$ cat src/rtl/fnd_demux_if.sv
// fnd_demux_if
//   Bundles the FND scan bus seen by the demultiplexer together with the
//   rebuilt digit outputs.
//   Parameter:
//     ERR_W      - width of the saturating error counter
//   Signals:
//     mux_sel    - active-low digit select from the scan driver
//     mux_out    - digit value on the shared bus
//     dig0..dig3 - reconstructed digit values
//     frame_done - one-cycle pulse per completed frame
//     sel_err    - one-cycle pulse on an illegal / out-of-order select
//     err_cnt    - saturating count of sel_err pulses
//   Modports:
//     master - scan-bus driver side (drives mux_sel/mux_out, observes results)
//     slave  - demultiplexer side
interface fnd_demux_if #(
  parameter int unsigned ERR_W = 8
) ();
  logic [3:0]       mux_sel;
  logic [3:0]       mux_out;
  logic [3:0]       dig0;
  logic [3:0]       dig1;
  logic [3:0]       dig2;
  logic [3:0]       dig3;
  logic             frame_done;
  logic             sel_err;
  logic [ERR_W-1:0] err_cnt;

  modport master (
    output mux_sel, mux_out,
    input  dig0, dig1, dig2, dig3, frame_done, sel_err, err_cnt
  );

  modport slave (
    input  mux_sel, mux_out,
    output dig0, dig1, dig2, dig3, frame_done, sel_err, err_cnt
  );
endinterface

$ cat src/rtl/fnd_demux.sv
// fnd_demux
//   Receiving end of the four-digit multiplexed FND scan bus. Registers the
//   shared digit value and active-low select, filters unstable patterns,
//   rebuilds the four digit values, flags illegal (and optionally
//   out-of-order) selects and signals completed scan frames.
//   Parameters:
//     STABLE_CYCLES - identical samples needed before a pattern is accepted (1..15)
//     ERR_W         - width of the saturating error counter
//   Ports:
//     clk - system clock, rising edge
//     rst - synchronous, active-high reset
//     bus - fnd_demux_if.slave: mux_sel/mux_out in; dig0..3, frame_done,
//           sel_err, err_cnt out
//   Build option:
//     FND_DEMUX_SEQCHK_EN - when defined, a sequence FSM enforces digit order
//                           0,1,2,3 per frame; when undefined, frame_done
//                           pulses on every accepted digit 3 and only
//                           illegal patterns raise sel_err.
module fnd_demux #(
  parameter int unsigned STABLE_CYCLES = 1,
  parameter int unsigned ERR_W         = 8
) (
  input logic        clk,
  input logic        rst,
  fnd_demux_if.slave bus
);

  localparam logic [3:0] STAB = 4'(STABLE_CYCLES);

  logic [3:0]       r_s_sel;
  logic [3:0]       r_s_val;
  logic [3:0]       r_p_sel;
  logic [3:0]       r_p_val;
  logic [3:0]       r_stab;
  logic [3:0]       r_dig0;
  logic [3:0]       r_dig1;
  logic [3:0]       r_dig2;
  logic [3:0]       r_dig3;
  logic             r_frame_done;
  logic             r_sel_err;
  logic [ERR_W-1:0] r_err_cnt;

  logic       w_same;
  logic [3:0] w_stab_nxt;
  logic       w_accept;
  logic       w_legal;
  logic       w_blank;
  logic [1:0] w_idx;
  logic       w_illegal;
  logic       w_legal_acc;
  logic       w_seq_err;
  logic       w_frame;
  logic       w_err;

  // Stability filter. Accept fires when the counter reaches STAB either by
  // counting up or by reloading 1 on a change; the second term keeps a held
  // pattern from re-firing once the counter sits saturated at STAB, while
  // still letting STAB=1 accept a new pattern every clock.
  always_comb begin
    w_same = ({r_s_sel, r_s_val} == {r_p_sel, r_p_val});
    if (!w_same)
      w_stab_nxt = 4'd1;
    else if (r_stab >= STAB)
      w_stab_nxt = STAB;
    else
      w_stab_nxt = r_stab + 4'd1;
    w_accept = (w_stab_nxt == STAB) && (!w_same || (r_stab != STAB));
  end

  always_comb begin
    w_legal = 1'b1;
    w_blank = 1'b0;
    w_idx   = 2'd0;
    case (r_s_sel)
      4'b1110: w_idx = 2'd0;
      4'b1101: w_idx = 2'd1;
      4'b1011: w_idx = 2'd2;
      4'b0111: w_idx = 2'd3;
      4'b1111: begin
        w_legal = 1'b0;
        w_blank = 1'b1;
      end
      default: w_legal = 1'b0;
    endcase
    w_illegal   = w_accept && !w_legal && !w_blank;
    w_legal_acc = w_accept && w_legal;
  end

`ifdef FND_DEMUX_SEQCHK_EN
  // Encodings chosen so EXPn numerically equals the digit index it expects.
  typedef enum logic [1:0] {
    SYNC = 2'd0,
    EXP1 = 2'd1,
    EXP2 = 2'd2,
    EXP3 = 2'd3
  } state_t;

  state_t     r_state;
  logic [1:0] w_exp_idx;

  always_comb begin
    w_exp_idx = r_state;
    w_seq_err = w_legal_acc && (r_state != SYNC) && (w_idx != w_exp_idx);
    w_frame   = w_legal_acc && (r_state == EXP3) && (w_idx == 2'd3);
  end
`else
  always_comb begin
    w_seq_err = 1'b0;
    w_frame   = w_legal_acc && (w_idx == 2'd3);
  end
`endif

  assign w_err = w_illegal || w_seq_err;

  // Input stage, stability counter and digit registers.
  always_ff @(posedge clk) begin
    if (rst) begin
      r_s_sel <= 4'b1111;
      r_s_val <= '0;
      r_p_sel <= 4'b1111;
      r_p_val <= '0;
      r_stab  <= '0;
      r_dig0  <= '0;
      r_dig1  <= '0;
      r_dig2  <= '0;
      r_dig3  <= '0;
    end else begin
      r_s_sel <= bus.mux_sel;
      r_s_val <= bus.mux_out;
      r_p_sel <= r_s_sel;
      r_p_val <= r_s_val;
      r_stab  <= w_stab_nxt;
      if (w_legal_acc) begin
        case (w_idx)
          2'd0:    r_dig0 <= r_s_val;
          2'd1:    r_dig1 <= r_s_val;
          2'd2:    r_dig2 <= r_s_val;
          default: r_dig3 <= r_s_val;
        endcase
      end
    end
  end

  // Sequence tracking, frame/error pulses and saturating error counter.
  always_ff @(posedge clk) begin
    if (rst) begin
      r_frame_done <= 1'b0;
      r_sel_err    <= 1'b0;
      r_err_cnt    <= '0;
`ifdef FND_DEMUX_SEQCHK_EN
      r_state      <= SYNC;
`endif
    end else begin
      r_frame_done <= w_frame;
      r_sel_err    <= w_err;
      if (w_err && (r_err_cnt != '1))
        r_err_cnt <= r_err_cnt + ERR_W'(1);
`ifdef FND_DEMUX_SEQCHK_EN
      if (w_illegal) begin
        r_state <= SYNC;
      end else if (w_legal_acc) begin
        // Digit 0 always (re)starts a frame, from any state.
        if (w_idx == 2'd0)
          r_state <= EXP1;
        else if ((r_state != SYNC) && (w_idx == w_exp_idx))
          r_state <= (w_idx == 2'd3) ? SYNC : state_t'(w_idx + 2'd1);
        else
          r_state <= SYNC;
      end
`endif
    end
  end

  assign bus.dig0       = r_dig0;
  assign bus.dig1       = r_dig1;
  assign bus.dig2       = r_dig2;
  assign bus.dig3       = r_dig3;
  assign bus.frame_done = r_frame_done;
  assign bus.sel_err    = r_sel_err;
  assign bus.err_cnt    = r_err_cnt;

endmodule

$ cat src/flat_wrapper.sv
// flat-port wrapper written by rule: the top's interface ports become plain ports
module fnd_demux_flat 
#(
  parameter int unsigned STABLE_CYCLES = 1,
  parameter int unsigned ERR_W         = 8
)
  (clk, rst, bus_mux_sel, bus_mux_out, bus_dig0, bus_dig1, bus_dig2, bus_dig3, bus_frame_done, bus_sel_err, bus_err_cnt);
  fnd_demux_if #(.ERR_W(ERR_W)) bus_i ();
  input logic clk;
  input logic rst;
  input wire logic [$bits(bus_i.mux_sel)-1:0] bus_mux_sel;
  input wire logic [$bits(bus_i.mux_out)-1:0] bus_mux_out;
  output wire logic [$bits(bus_i.dig0)-1:0] bus_dig0;
  output wire logic [$bits(bus_i.dig1)-1:0] bus_dig1;
  output wire logic [$bits(bus_i.dig2)-1:0] bus_dig2;
  output wire logic [$bits(bus_i.dig3)-1:0] bus_dig3;
  output wire logic [$bits(bus_i.frame_done)-1:0] bus_frame_done;
  output wire logic [$bits(bus_i.sel_err)-1:0] bus_sel_err;
  output wire logic [$bits(bus_i.err_cnt)-1:0] bus_err_cnt;
  assign bus_i.mux_sel = bus_mux_sel;
  assign bus_i.mux_out = bus_mux_out;
  assign bus_dig0 = bus_i.dig0;
  assign bus_dig1 = bus_i.dig1;
  assign bus_dig2 = bus_i.dig2;
  assign bus_dig3 = bus_i.dig3;
  assign bus_frame_done = bus_i.frame_done;
  assign bus_sel_err = bus_i.sel_err;
  assign bus_err_cnt = bus_i.err_cnt;
  fnd_demux #(.STABLE_CYCLES(STABLE_CYCLES), .ERR_W(ERR_W)) u_core (.clk(clk), .rst(rst), .bus(bus_i));
endmodule
$ cat config.mk
export PLATFORM = sky130hd
export DESIGN_NAME = fnd_demux_flat
export DESIGN_NICKNAME = d
export VERILOG_FILES = /design/src/rtl/fnd_demux_if.sv /design/src/rtl/fnd_demux.sv /design/src/flat_wrapper.sv
export SDC_FILE = /design/constraint.sdc
export NUM_CORES = 1
export LEC_CHECK = 0
export CAP_MARGIN = 5
export CORE_UTILIZATION = 49
export DETAILED_ROUTE_END_ITERATION = 12
export DONT_BUFFER_PORTS = 1
export SLEW_MARGIN = 20
export SYNTH_ARGS = -nofsm -noshare
export SYNTH_HDL_FRONTEND = slang
export SYNTH_SLANG_ARGS = --single-unit
$ cat constraint.sdc
create_clock -name clk -period 3.3 [get_ports clk]
set_input_delay 0.33 -clock clk [delete_from_list [all_inputs] [get_ports clk]]
set_output_delay 0.33 -clock clk [all_outputs]
set_load 0.005 [all_outputs]
# --- After elaboration in Yosys (flattened, before gate mapping) ---
# Cells that the tools add are included.
totals:
  regBits: 46
  in_bits: 10
  out_inout_bits: 26
op_classes:
  n_addsub: 2
  order_cmp: 1
  n_eq_ne: 12
  muxes: 5
  n_bitwise: 1
  reduce_logical: 17
op_table:
  columns: ["cell", "count"]
  rows:
  - ["$eq A4 B4 Y1 const B", 4]
  - ["$add A8 B1 Y8 const B", 1]
  - ["$eq A8 B8 Y1", 1]
  - ["$mux W4", 2]
  - ["$ne A8 B8 Y1 const B", 1]
  - ["$reduce_and A2 Y1", 4]
  - ["$logic_and A1 B1 Y1", 6]
  - ["$pmux W2 S3", 1]
  - ["$add A4 B1 Y4 const B", 1]
  - ["$eq A2 B2 Y1 const B", 2]
  - ["$eq A4 B1 Y1 const B", 1]
  - ["$eq A4 B3 Y1 const B", 1]
  - ["$ge A4 B1 Y1 const B", 1]
  - ["$ne A4 B1 Y1 const B", 1]
  - ["$reduce_or A4 Y1", 1]
  - ["$logic_not A1 Y1", 3]
  - ["$reduce_or A3 Y1", 1]
  - ["$eq A2 B1 Y1 const B", 1]
  - ["$logic_not A2 Y1", 1]
  - ["$mux W1", 2]
  - ["$logic_or A1 B1 Y1", 1]
  - ["$not A1 Y1", 1]

# --- Logic depth before layout (Yosys ltp) ---
depth:
  depth_word: 8
  depth_mapped: 8
  depth_no_buf: 7

# --- Worst setup path after synthesis ---
# No wires, ideal clock.
synth_timing:
  path_kind: "register to register"
  start: "register u_core.r_stab[0]"
  end: "register u_core.r_err_cnt[4], in the netlist u_core.bus.err_cnt[4]"
  setup_time_ps: 123
  arrival_ps: 2164
  path_slack_ps: 1013
  path_stages_with_launch: 9
  period_less_slack_ps: 2287
  cell_sequence: "dfxtp_1 -> inv_1 -> ha_1 -> or3_1 -> a22o_1 -> and3_4 -> buf_6 -> nor4_1 -> mux2_1"
synth_between:
  elab_chain_len: 8
  elab_cells_between_ends: 11
  cone_classes: "1 x add/sub; 1 x order compare; 2 x eq/ne; 2 x mux; 5 x reduce/logical"
synth_rtl:
  columns: ["item", "line_no", "rtl"]
  rows:
  - ["start, declared", "fnd_demux.sv:34", "logic [3:0] r_stab;"]
  - ["start signal, assigned", "fnd_demux.sv:132", "r_stab <= w_stab_nxt;"]
  - ["$add A4 B1 Y4 or $ge A4 B1 Y1 (tied branches)", "fnd_demux.sv:66, fnd_demux.sv:63", null]
  - ["$mux W4", "fnd_demux.sv:63", "else if (r_stab >= STAB)"]
  - ["$mux W4", "fnd_demux.sv:61", "if (!w_same)"]
  - ["$eq A4 B1 Y1", "fnd_demux.sv:67", "w_accept = (w_stab_nxt == STAB) && (!w_same || (r_stab != STAB));"]
  - ["$logic_and A1 B1 Y1 *", "fnd_demux.sv:67", null]
  - ["$logic_and A1 B1 Y1 * (2 in series)", "fnd_demux.sv:85", "w_illegal = w_accept && !w_legal && !w_blank;"]
  - ["$logic_and A1 B1 Y1 *", "fnd_demux.sv:156", "if (w_err && (r_err_cnt != '1))"]
  - ["end signal, assigned", "fnd_demux.sv:157", "r_err_cnt <= r_err_cnt + ERR_W'(1);"]
  - ["end, declared", "fnd_demux.sv:41", "logic [ERR_W-1:0] r_err_cnt;"]
# Every way passes the cells marked *; elsewhere a longest branch is shown, timed or not.
# A chain may end at the register's enable or synchronous reset.

# --- Worst setup path in the final report ---
# Ends and elaborated chain as after synthesis.

==> flow_summary.yaml <==
outcome:
  status: "finished, final reports clean"
die:
  rows: 21
  fp.dieArea_um2: 4010
  die_x_um: 63.3
  die_h_um: 63.3
  io_pins: 36
  start_util: 0.531
  core_um2: 3470
power_and_ir_drop:
  pwr-share-clk: 0.384
  p_sw_mw: 0.230
  p_total_mw: 1.06
  switching_share: 0.218
  powerDensity_nw_per_um2: 534
  ir_worst_vdd_uv: 319
  internal-power_mw: 0.827
  power_leakage_nw: 0.744
  seq_power_share: 0.559
  pwr-share-comb: 0.057
timing:
  fin_tns_setup_ps: 0
  worst_slack_ps: 901
  setup_violations: 0
  hold_viol: 0
  rsz0062_at_grt: "false"
  timing.final.crit_share: 0.727
  tightest_slew_ps: 724
  slew_headroom: 0.515
  fmax_ghz: 0.417
  min_period_ps: 2400
  drv_slew: 0
  holdWs_ps: 102
  skew_ps: 8.46
logic_synthesis:
  synth_ff_type: "dfxtp_1"
  synth_nets: 193
  synth_cell_type_count: 36
  syn_area_um2: 1840
  async_reset_ff_frac: 0
  synth_cells: 179
  ys_ff_latch: 46
  ys_seq_area_frac: 0.500
  yosys_warnings: 0
  syn_avg_cell_area_um2: 10.3
  synth_edf_count: 0
cells_and_area:
  final_nets: 194
  fin_cells: 227
  drive_gt1_frac: 0.138
  final_common_cell: "dfxtp_1"
  antenna_cells: 0
  fill_cells: 326
  final_cell_mix: "46 x dfxtp_1, 23 x nor2_1, 17 x mux2i_1"
  area_growth_pct: 7.47
  design_area_um2: 1980
  postLayoutCoreUtil: 0.571
setup_path:
  critPathRequiredTime_ps: 3480
  critical_path.cell_chain: "inv_1 > ha_1 > or3_1 > a22o_1 > and3_4 > nor4_1 > mux2_1"
  crit_fanout: 11
  cp-start-kind: "flop"
  cp_num_cells: 7
  rr_worst_depth: 7
  arrival_ps: 2580
  max_stage_delay_ps: 390
  reg2reg_slack_ps: 900
  crit_family: "simple AND/OR/NAND/NOR gates"
  crit_path_end_kind: "flop"
  critPathBufInv: 1
  slowest_stage: "dfxtp_1"
  worstSetupPathType: "reg -> reg"
worst_hold_path:
  hp-class: "in -> reg"
  holdPathStages: 1
clock_tree:
  cts_buffer_depth: 2
  cts_hold_buf: 0
  cts.repair.resized: 0
  htree_levels: 2
  postCtsSetupBuffers: 0
  insertion_delay_ps: 290
  cts_tree: "yes"
  cts_sinks: 46
  path_clk_slew_ps: 90
  root_buffer: "clkbuf_8"
  cts_buffers: 5
grt:
  grt_pass1_vias: 1151
  grt_pass1_wl_um: 5550
  grt_max_degree: 47
  grt_usage: 0.180
  antenna_found_initial: 0
  overflow: 0
routing:
  drt_wl_total_um: 3270
  via_per_inst: 5.31
  dr_total_vias: 1206
  drt-wirelength-per-cell_um: 14.4
  route.detailed.drc: 0
  drtIter0Drc: 64
  drt_first_pass_iters: 4
  ant_nets: 0
placed_design:
  pre_cts_ws_ps: 907
  placed_cells_incl_taps: 219
  gp_congestion: 0.800
  place_area_um2: 1870
  io_buffers: 0
  place_hpwl_um: 2290
job:
  max-cap-violations: 0
==> worst paths after layout <==
check / from / to
max reg2reg: u_core.r_stab[0] / u_core.bus.err_cnt[4]
max: u_core.r_stab[0] / u_core.bus.err_cnt[4]
min: rst / u_core.bus.err_cnt[2]
min reg2reg: u_core.r_stab[0] / u_core.r_stab[0]
==> power by group through the flow <==
stage	logic [mW]	clock network [mW]	registers, mW
2_1_floorplan	0.0586	0	0.599
3_3_place_gp	0.0584	0	0.604
3_5_place_dp	0.0603	0	0.605
4_1_cts	0.0605	0.415	0.592
5_1_grt	0.0685	0.440	0.595
6_report	0.0600	0.406	0.591
==> state kept, by name, indices dropped and copies added, names as in the netlist <==
signal	count
u_core.r_s_sel	4
u_core.bus.dig0	4
u_core.bus.dig3	4
u_core.bus.sel_err	1
u_core.bus.frame_done	1
u_core.bus.err_cnt	8
u_core.bus.dig1	4
u_core.r_s_val	4
u_core.r_stab	4
u_core.r_p_sel	4
u_core.r_p_val	4
u_core.bus.dig2	4
==> synth_stat cells, types with 4 or more instances <==
library cell | n | area share
dfxtp_1 | 46 | 0.50
nand3_1 | 5 | 0.014
inv_1 | 4 | 0.0081
clkbuf_1 | 5 | 0.010
xor2_1 | 8 | 0.038
mux2i_1 | 17 | 0.092
or2_2 | 9 | 0.031
nand2_1 | 6 | 0.012
nor2_1 | 23 | 0.047
ha_1 | 4 | 0.027
nor2b_1 | 12 | 0.041
==> cell type report <==
| type | instances | area (um2) | area share |
|---|---|---|---|
| Clock inverter | 2 | 37.5 | 0.0190 |
| Clock buffer | 6 | 72.6 | 0.0366 |
| Multi-Input combinational cell | 123 | 877 | 0.443 |
| Sequential cell | 46 | 921 | 0.465 |
| Inverter | 4 | 15.0 | 0.00758 |
| Tap cell | 46 | 57.6 | 0.0291 |
==> worst reg2reg max path, stage by stage (launching register included) <==
cell and delay, ps:
dfxtp_1 390, inv_1 60, ha_1 300, or3_1 300, a22o_1 270, and3_4 250, nor4_1 380, mux2_1 350
==> kinds of logic (layout without fill, tap and decap cells) <==
group | after synthesis | count (layout) | synth area share
muxes | 21 | 21 | 0.117
buffers and inverters | 10 | 12 | 0.0244
xor gates and xnor gates | 8 | 8 | 0.0380
adders and majority gates | 5 | 5 | 0.0326
AOI/OAI and AO/OA | 12 | 12 | 0.0516
other | 1 | 1 | 0.00203
DFF | 46 | 46 | 0.500
and+or+nand+nor | 76 | 76 | 0.235
==> routing by layer <==
layer | part of all wire | track usage | vias up
li1 | - | - | 621
met1 | 0.44 | 0.219 | 550
met2 | 0.48 | 0.293 | 33
met3 | 0.074 | 0.0580 | 2
met4 | 0.0046 | 0.0682 | 0
met5 | 0 | 0 | -
No activity file was read; power rests on OpenSTA's default activity.
